### src/rtl/alu_pkg.sv
// alu_pkg: shared state, width and requester-ID constants for the ALU multiplier sharing logic
package alu_pkg;
  localparam logic [1:0] ST_IDLE = 2'd0;
  localparam logic [1:0] ST_CALC = 2'd1;
  localparam logic [1:0] ST_HOLD = 2'd2;
  localparam int W_OP = 6;
  localparam logic REQ_ALU = 1'b0;
  localparam logic REQ_DBG = 1'b1;
endpackage

### src/rtl/mul6s.sv
// mul6s: 6-bit sign-magnitude multiplier datapath with XOR-of-upper-bits overflow flag
module mul6s
  import alu_pkg::*;
(
  input  logic [W_OP-1:0] a,
  input  logic [W_OP-1:0] b,
  output logic [W_OP-1:0] m,
  output logic            of
);
  logic [W_OP-1:0] ma, mb;
  logic [9:0] p;
  always_comb begin
    ma = a[W_OP-1] ? -a : a;
    mb = b[W_OP-1] ? -b : b;
    p  = 10'(ma) * 10'(mb);
    m  = (a[W_OP-1] ^ b[W_OP-1]) ? -p[5:0] : p[5:0];
    of = ^p[9:6];
  end
endmodule

### src/rtl/rr_arb2.sv
// rr_arb2: two-way grant, round-robin on ptr or fixed priority to requester 0
module rr_arb2 #(
  parameter int FIXED_PRIO = 0
) (
  input  logic v0,
  input  logic v1,
  input  logic ptr,
  output logic g0,
  output logic g1
);
  always_comb begin
    g0 = v0 & ((FIXED_PRIO != 0) | ~v1 | ~ptr);
    g1 = v1 & ~g0;
  end
endmodule

### src/rtl/mul_share_arbiter.sv
// mul_share_arbiter: arbitrates two requesters onto one shared multiplier and returns a registered response
module mul_share_arbiter
  import alu_pkg::*;
#(
  parameter int FIXED_PRIO  = 0,
  parameter int CALC_CYCLES = 1
) (
  input  logic            CLK,
  input  logic            RST,
  input  logic            REQ0_VALID,
  input  logic [W_OP-1:0] REQ0_A,
  input  logic [W_OP-1:0] REQ0_B,
  output logic            REQ0_READY,
  input  logic            REQ1_VALID,
  input  logic [W_OP-1:0] REQ1_A,
  input  logic [W_OP-1:0] REQ1_B,
  output logic            REQ1_READY,
  output logic            RSP_VALID,
  input  logic            RSP_READY,
  output logic            RSP_ID,
  output logic [W_OP-1:0] RSP_M,
  output logic            RSP_OF
);
  logic [1:0] state_q, state_d, cnt_q, cnt_d;
  logic ptr_q, ptr_d, id_q, id_d;
  logic [W_OP-1:0] a_q, a_d, b_q, b_d, rsp_m_q, rsp_m_d;
  logic rsp_valid_q, rsp_valid_d, rsp_id_q, rsp_id_d, rsp_of_q, rsp_of_d;
  logic g0, g1, mul_of, idle;
  logic [W_OP-1:0] mul_m;
  rr_arb2 #(.FIXED_PRIO(FIXED_PRIO)) u_arb (.v0(REQ0_VALID), .v1(REQ1_VALID), .ptr(ptr_q), .g0(g0), .g1(g1));
  mul6s u_mul (.a(a_q), .b(b_q), .m(mul_m), .of(mul_of));
  assign idle = ~RST & (state_q == ST_IDLE);
  assign REQ0_READY = idle & g0;
  assign REQ1_READY = idle & g1;
  assign RSP_VALID = rsp_valid_q;
  assign RSP_ID = rsp_id_q;
  assign RSP_M = rsp_m_q;
  assign RSP_OF = rsp_of_q;
  always_comb begin
    state_d = state_q;
    cnt_d = cnt_q;
    ptr_d = ptr_q;
    id_d = id_q;
    a_d = a_q;
    b_d = b_q;
    rsp_valid_d = rsp_valid_q;
    rsp_id_d = rsp_id_q;
    rsp_m_d = rsp_m_q;
    rsp_of_d = rsp_of_q;
    if (state_q == ST_IDLE && (g0 | g1)) begin
      a_d = g1 ? REQ1_A : REQ0_A;
      b_d = g1 ? REQ1_B : REQ0_B;
      id_d = g1 ? REQ_DBG : REQ_ALU;
      cnt_d = 2'(CALC_CYCLES - 1);
      state_d = ST_CALC;
    end else if (state_q == ST_CALC) begin
      cnt_d = (cnt_q != 2'd0) ? cnt_q - 2'd1 : cnt_q;
      if (cnt_q == 2'd0) begin
        rsp_m_d = mul_m;
        rsp_of_d = mul_of;
        rsp_id_d = id_q;
        rsp_valid_d = 1'b1;
        state_d = ST_HOLD;
      end
    end else if (state_q == ST_HOLD && RSP_READY) begin
      rsp_valid_d = 1'b0;
      ptr_d = (FIXED_PRIO != 0) ? ptr_q : ~rsp_id_q;
      state_d = ST_IDLE;
    end
  end
  always_ff @(posedge CLK) begin
    if (RST) begin
      state_q <= ST_IDLE;
      cnt_q <= '0;
      ptr_q <= 1'b0;
      id_q <= 1'b0;
      a_q <= '0;
      b_q <= '0;
      rsp_valid_q <= 1'b0;
      rsp_id_q <= 1'b0;
      rsp_m_q <= '0;
      rsp_of_q <= 1'b0;
    end else begin
      state_q <= state_d;
      cnt_q <= cnt_d;
      ptr_q <= ptr_d;
      id_q <= id_d;
      a_q <= a_d;
      b_q <= b_d;
      rsp_valid_q <= rsp_valid_d;
      rsp_id_q <= rsp_id_d;
      rsp_m_q <= rsp_m_d;
      rsp_of_q <= rsp_of_d;
    end
  end
endmodule

### config.mk
export PLATFORM = sky130hd
export DESIGN_NAME = mul_share_arbiter
export DESIGN_NICKNAME = d
export VERILOG_FILES = /design/src/rtl/alu_pkg.sv /design/src/rtl/mul6s.sv /design/src/rtl/rr_arb2.sv /design/src/rtl/mul_share_arbiter.sv
export SDC_FILE = /design/constraint.sdc
export NUM_CORES = 1
export LEC_CHECK = 0
export BUFFER_PORTS_ARGS = -buffer_cell sky130_fd_sc_hd__buf_2
export CAP_MARGIN = 20
export CORE_MARGIN = 2
export CORE_UTILIZATION = 25
export DETAILED_ROUTE_END_ITERATION = 10
export PLACE_DENSITY = 0.39
export SLEW_MARGIN = 20
export SYNTH_ARGS = -nofsm -noshare
export SYNTH_HDL_FRONTEND = slang
export SYNTH_SLANG_ARGS = --single-unit
### constraint.sdc
create_clock -name CLK -period 14.2 [get_ports CLK]
set_clock_uncertainty 0.05 [all_clocks]
set_input_delay 1.42 -clock CLK [delete_from_list [all_inputs] [get_ports CLK]]
set_output_delay 1.42 -clock CLK [all_outputs]
set_load 0.1 [all_outputs]
# Word level (Yosys, flattened, before mapping)
# Cells that the tools add are included.
# word_totals
elab_cells	63
output_inout_bits	11
reg_bits	27
in_bits	29
# classes
muxes	13
bitwise	15
n_mul	1
eq_ne	4
n_reduce_logical	15
add_sub_neg	4
# op_table
operator	count
$mux 6	5
$neg 6->6	3
$mul 6x6->10	1
$reduce_and 3->1	3
$not 1->1	7
$mux 2	3
$reduce_and 2->1	3
$and 1x1->1	5
$mux 1	5
$logic_not 2->1	2
$reduce_bool 2->1	2
$reduce_xor 4->1	1
$ne 3x2->1 const B	1
$reduce_bool 3->1	1
$eq 2x1->1 const B	1
$eq 2x2->1 const B	1
$logic_and 1x1->1	2
$ne 2x1->1 const B	1
$or 1x1->1	2
$reduce_or 2->1	1
$sub 2x1->2 const B	1
$xor 1x1->1	1

# Logic depth before layout (Yosys ltp)
# depth
depth_word	9
ltp_mapped	20
depth_no_buf	19

# By module
# A second synthesis with hierarchy kept.
# unflattened
hier_cells	283
area_unflattened_um2	2542.4
# modules_own_cells
module	area_each_um2	cells_each	n_inst	seq_area_each_um2
mul6s	1295.0	160	1	0.0
mul_share_arbiter	1228.7	120	1	540.5
rr_arb2	18.8	3	1	0.0

# Worst setup path before layout
# Ideal clock, no wire load.
# synth_timing
path_type	input to output
startpoint	in REQ0_VALID
endpoint	out REQ1_READY
path_buffers	0
slack_ps	8253
cell_stages	3
arrival_ps	4477
required_ps	12730
path_cell_list	inv_1 > o21ai_1 > nor4_1
# synth_via
elab_chain_len	4
# synth_lines
element	line_no	rtl
from (decl)	mul_share_arbiter.sv:10	input logic REQ0_VALID,
$and 1x1->1	rr_arb2.sv:12	g0 = v0 & ((FIXED_PRIO != 0) | ~v1 | ~ptr);
$not 1->1	rr_arb2.sv:13	g1 = v1 & ~g0;
$and 1x1->1	rr_arb2.sv:13	
$and 1x1->1	mul_share_arbiter.sv:34	assign REQ1_READY = idle & g1;
to (decl)	mul_share_arbiter.sv:17	output logic REQ1_READY,
# No other way between the ends.

# Final worst setup path
# layout_timing
startpoint	reg a_q[0]
endpoint	reg rsp_of_q (netlist: RSP_OF)
# layout_via
elab_chain_len	4
# layout_lines
element	line_no	rtl
from (decl)	mul_share_arbiter.sv:26	logic [W_OP-1:0] a_q, a_d, b_q, b_d, rsp_m_q, rsp_m_d;
from (signal assigned)	mul_share_arbiter.sv:77	a_q <= '0;
from (signal assigned)	mul_share_arbiter.sv:88	a_q <= a_d;
$neg 6->6	mul6s.sv:13	ma = a[W_OP-1] ? -a : a;
$mux 6 (*)	mul6s.sv:13	
$mul 6x6->10 (*)	mul6s.sv:15	p = 10'(ma) * 10'(mb);
$reduce_xor 4->1 (*)	mul6s.sv:17	of = ^p[9:6];
to (signal assigned)	mul_share_arbiter.sv:93	rsp_of_q <= rsp_of_d;
to (decl)	mul_share_arbiter.sv:27	logic rsp_valid_q, rsp_valid_d, rsp_id_q, rsp_id_d, rsp_of_q, rsp_of_d;
# Mark *: on every way between the ends. The rest lies on a longest branch, timed or not.
# A chain may end at the register's enable or synchronous reset.

==> run_results.csv <==
group,metric,value,unit
outcome,status,"finished, final reports clean",
placement,dp.cells,443,
finish,layout.cells.non_filler,447,
grt,overflow,0,
yosys,synthTopCellsByArea,"dfxtp_1 22%, fa_1 13%, ha_1 9.6%",
yosys,synth_top_area_cell,"dfxtp_1",
yosys,synth_warnings,0,
pwr,power.density,123,mW/mm^2
yosys,synth_edf_count,0,
timing,worstMarginPinSlew,605,ps
timing,slew_viol_final,0,
placement,place.gp.congestion,0.781,
yosys,async_reset_ff_frac,0,
die,die_h,104,um
cts,cts_max_level,1,
finish,fin_area,0.00283,mm^2
placement,io_buffers,39,
worst_setup_path,path_cells,"inv_1, ha_1, nand2b_1, xnor2_1, inv_1, or2_2, fa_1, inv_1, ha_1, inv_1, fa_1, inv_1, fa_1, a21o_1, a2111oi_0, a21oi_2, xnor2_2, xnor3_1, a211oi_2",
finish,drive_gt1_frac,0.194,
die,num_io_pins,40,
worst_setup_path,arrival,5570,ps
worst_setup_path,critPathLaunch,"a_q[0]",
job,cap_violations,0,
yosys,syn_inst,282,
yosys,mappedNetlistNets,346,
worst_hold_path,hold_path.class,"reg2reg",
grt,antenna_found_initial,0,
grt,grt_pass1_wl,9230,um
timing,setup_slack,8800,ps
finish,utilization,0.292,
timing,min_period_over_period,0.381,
worst_setup_path,worstSetupPathType,"reg2reg",
yosys,synth_top_area_share,0.218,
worst_setup_path,crit_top_cell,"inv_1",
routing,first_pass_iters,4,
die,design.die.area,0.0107,mm^2
grt,grt_pass1_vias,1954,
timing,min_period,5400,ps
cts,cts_sinks,27,
finish,finalNetCount,379,
timing,maxSlewHeadroom,0.595,
yosys,synth_flop_cell,"dfxtp_1",
cts,cts-root-buf,"clkbuf_8",
worst_setup_path,worstPathRequired,14360,ps
cts,cts_tree,"yes",
worst_setup_path,cpMaxStageDelayCell,"fa_1",
cts,holdBufCountCts,0,
pwr,finalPower,0.349,mW
timing,hold_ws,408,ps
pwr,power_leakage,1.26,nW
routing,drt_iter0_drc,59,
cts,cts_setup_buffers,0,
yosys,synth_cell_types,48,
die,fp-row-count,36,
worst_setup_path,critical_path.max_fanout,8,
routing,routed_wl,5200,um
routing,drc,0,
timing,max_clock_freq,0.185,GHz
yosys,ys_seq_area_frac,0.218,
die,core,0.00968,mm^2
cts,clkTransAtPathRegs,100,ps
cts,cts_made_buffers,3,
placement,pre_cts_slack,8790,ps
die,start_util,0.256,
grt,grt_max_degree,30,
routing,final_antenna_net_count,0,
finish,fillers,1060,
die,die_w,104,um
timing,rsz0062_at_grt,"false",
routing,wire_per_inst,11.6,um
worst_setup_path,critical_path.max_stage_delay,530,ps
yosys,syn-cell-area,0.00248,mm^2
finish,area_growth,13.9,%
cts,clockBufferDepth,2,
finish,diodes,0,
pwr,vdd_drop_max,46.1,uV
yosys,syn-mean-instance-area,8.80,um^2
timing,setup_viol,0,
worst_setup_path,cp-start-kind,"flop",
grt,groute.usage.overall,0.104,
placement,placed_area,0.00278,mm^2
worst_setup_path,crit_path_end_kind,"flop",
worst_hold_path,hold_path_startpoint,"RSP_M[5]",
worst_setup_path,r2r_start,"a_q[0]",
placement,hpwlAfterDp,4290,um
timing,fin_tns_setup,0,ps
timing,timing.final.hold_violations,0,
routing,via_per_inst,4.30,
routing,vias,1920,
cts,cts_resized,0,
cts,clk_latency,280,ps
yosys,synth-seq-cells,27,
==> placed cells by master (no fill, tap or decap), types with 2 or more instances in the layout <==
cell       count
nand2b_1       8
o21ai_0        7
nand2b_2       2
nand2_1       20
a21oi_1       11
a211oi_1      15
xnor2_1       14
a2111oi_0      2
mux2i_1       16
or2_2          2
xor2_1         2
buf_4          2
ha_1          19
or3_1          5
nor2_1        36
and2_1         4
inv_1         27
nor2b_1        3
buf_2         39
dfxtp_1       27
xnor2_2        2
fa_1          16
nor4_1         2
a21o_1         3
nor3b_1        3
clkbuf_8       3
a311oi_1       2
nor3_2         2
==> cell type report <==
class                           instances  area, um^2  share of cell area
Multi-Input combinational cell        215        1760               0.622
Clock inverter                          1        7.51             0.00266
Timing Repair Buffer                   41         210              0.0744
Inverter                               27         101              0.0359
Clock buffer                            3        41.3              0.0146
Sequential cell                        27         541               0.191
Tap cell                              133         166              0.0589
==> routing by layer <==
layer  GRT usage  vias to the layer above  part of all wire
li1            -                     1018                 -
met1       0.147                      870              0.52
met2       0.170                       32              0.45
met3      0.0183                        0             0.030
met4      0.0145                        0                 0
met5           0                        -                 0
==> sequential cells by signal, summed over array words and instances (netlist names), 2 cells and up <==
register and count:
state_q 2, a_q 6, b_q 6, cnt_q 2, RSP_M 6
==> kinds of logic (layout without fill, tap and decap cells) <==
| group | count (synthesis) | in the layout | share of synthesized area |
|---|---|---|---|
| flip-flops | 27 | 27 | 0.218 |
| AO/OA/AOI/OAI | 48 | 48 | 0.134 |
| AND/OR/NAND/NOR | 97 | 97 | 0.205 |
| XOR/XNOR | 19 | 19 | 0.0787 |
| adder cells (fa/ha/maj) | 35 | 35 | 0.225 |
| multiplexers | 16 | 16 | 0.0645 |
| buffers and inverters | 40 | 72 | 0.0751 |
==> report_power, final <==
group          switching [mW]  internal [mW]
registers              0.0113         0.0854
clock network          0.0266         0.0200
logic                   0.120         0.0850
total                   0.158          0.190
==> final timing paths <==
kind | cells past startpoint | end | slack [ps]
hold reg to reg | 2 | RSP_M[5] | 410
setup / recovery | 19 | RSP_OF | 8800
hold / removal | 2 | RSP_M[5] | 410
setup reg to reg | 19 | RSP_OF | 8800
==> critical path, delay by kind of cell (launching register included) <==
| kind | cells | cell delay [ps] |
|---|---|---|
| XOR/XNOR | 3 | 850 |
| AO/OA/AOI/OAI | 4 | 1010 |
| buffers and inverters | 5 | 420 |
| adder cells (fa/ha/maj) | 5 | 2050 |
| AND/OR/NAND/NOR | 2 | 490 |
| flip-flops | 1 | 480 |
==> Yosys cell counts, types with 2 or more instances <==
cell type,instances
xnor2_1,14
a21o_1,3
and2_1,4
nand2b_1,8
clkbuf_1,8
or2_2,2
ha_1,19
fa_1,16
nor2b_1,3
xor2_1,2
nand2b_2,2
xnor2_2,2
clkbuf_8,2
a21oi_1,11
nor3b_1,3
nor3_1,2
or3_1,5
nand2_1,20
a211oi_1,15
nor2_1,36
inv_1,27
a311oi_1,2
a2111oi_0,2
buf_6,2
o21ai_0,7
dfxtp_1,27
mux2i_1,16
nor4_1,2
No activity file was read; power rests on OpenSTA's default activity.
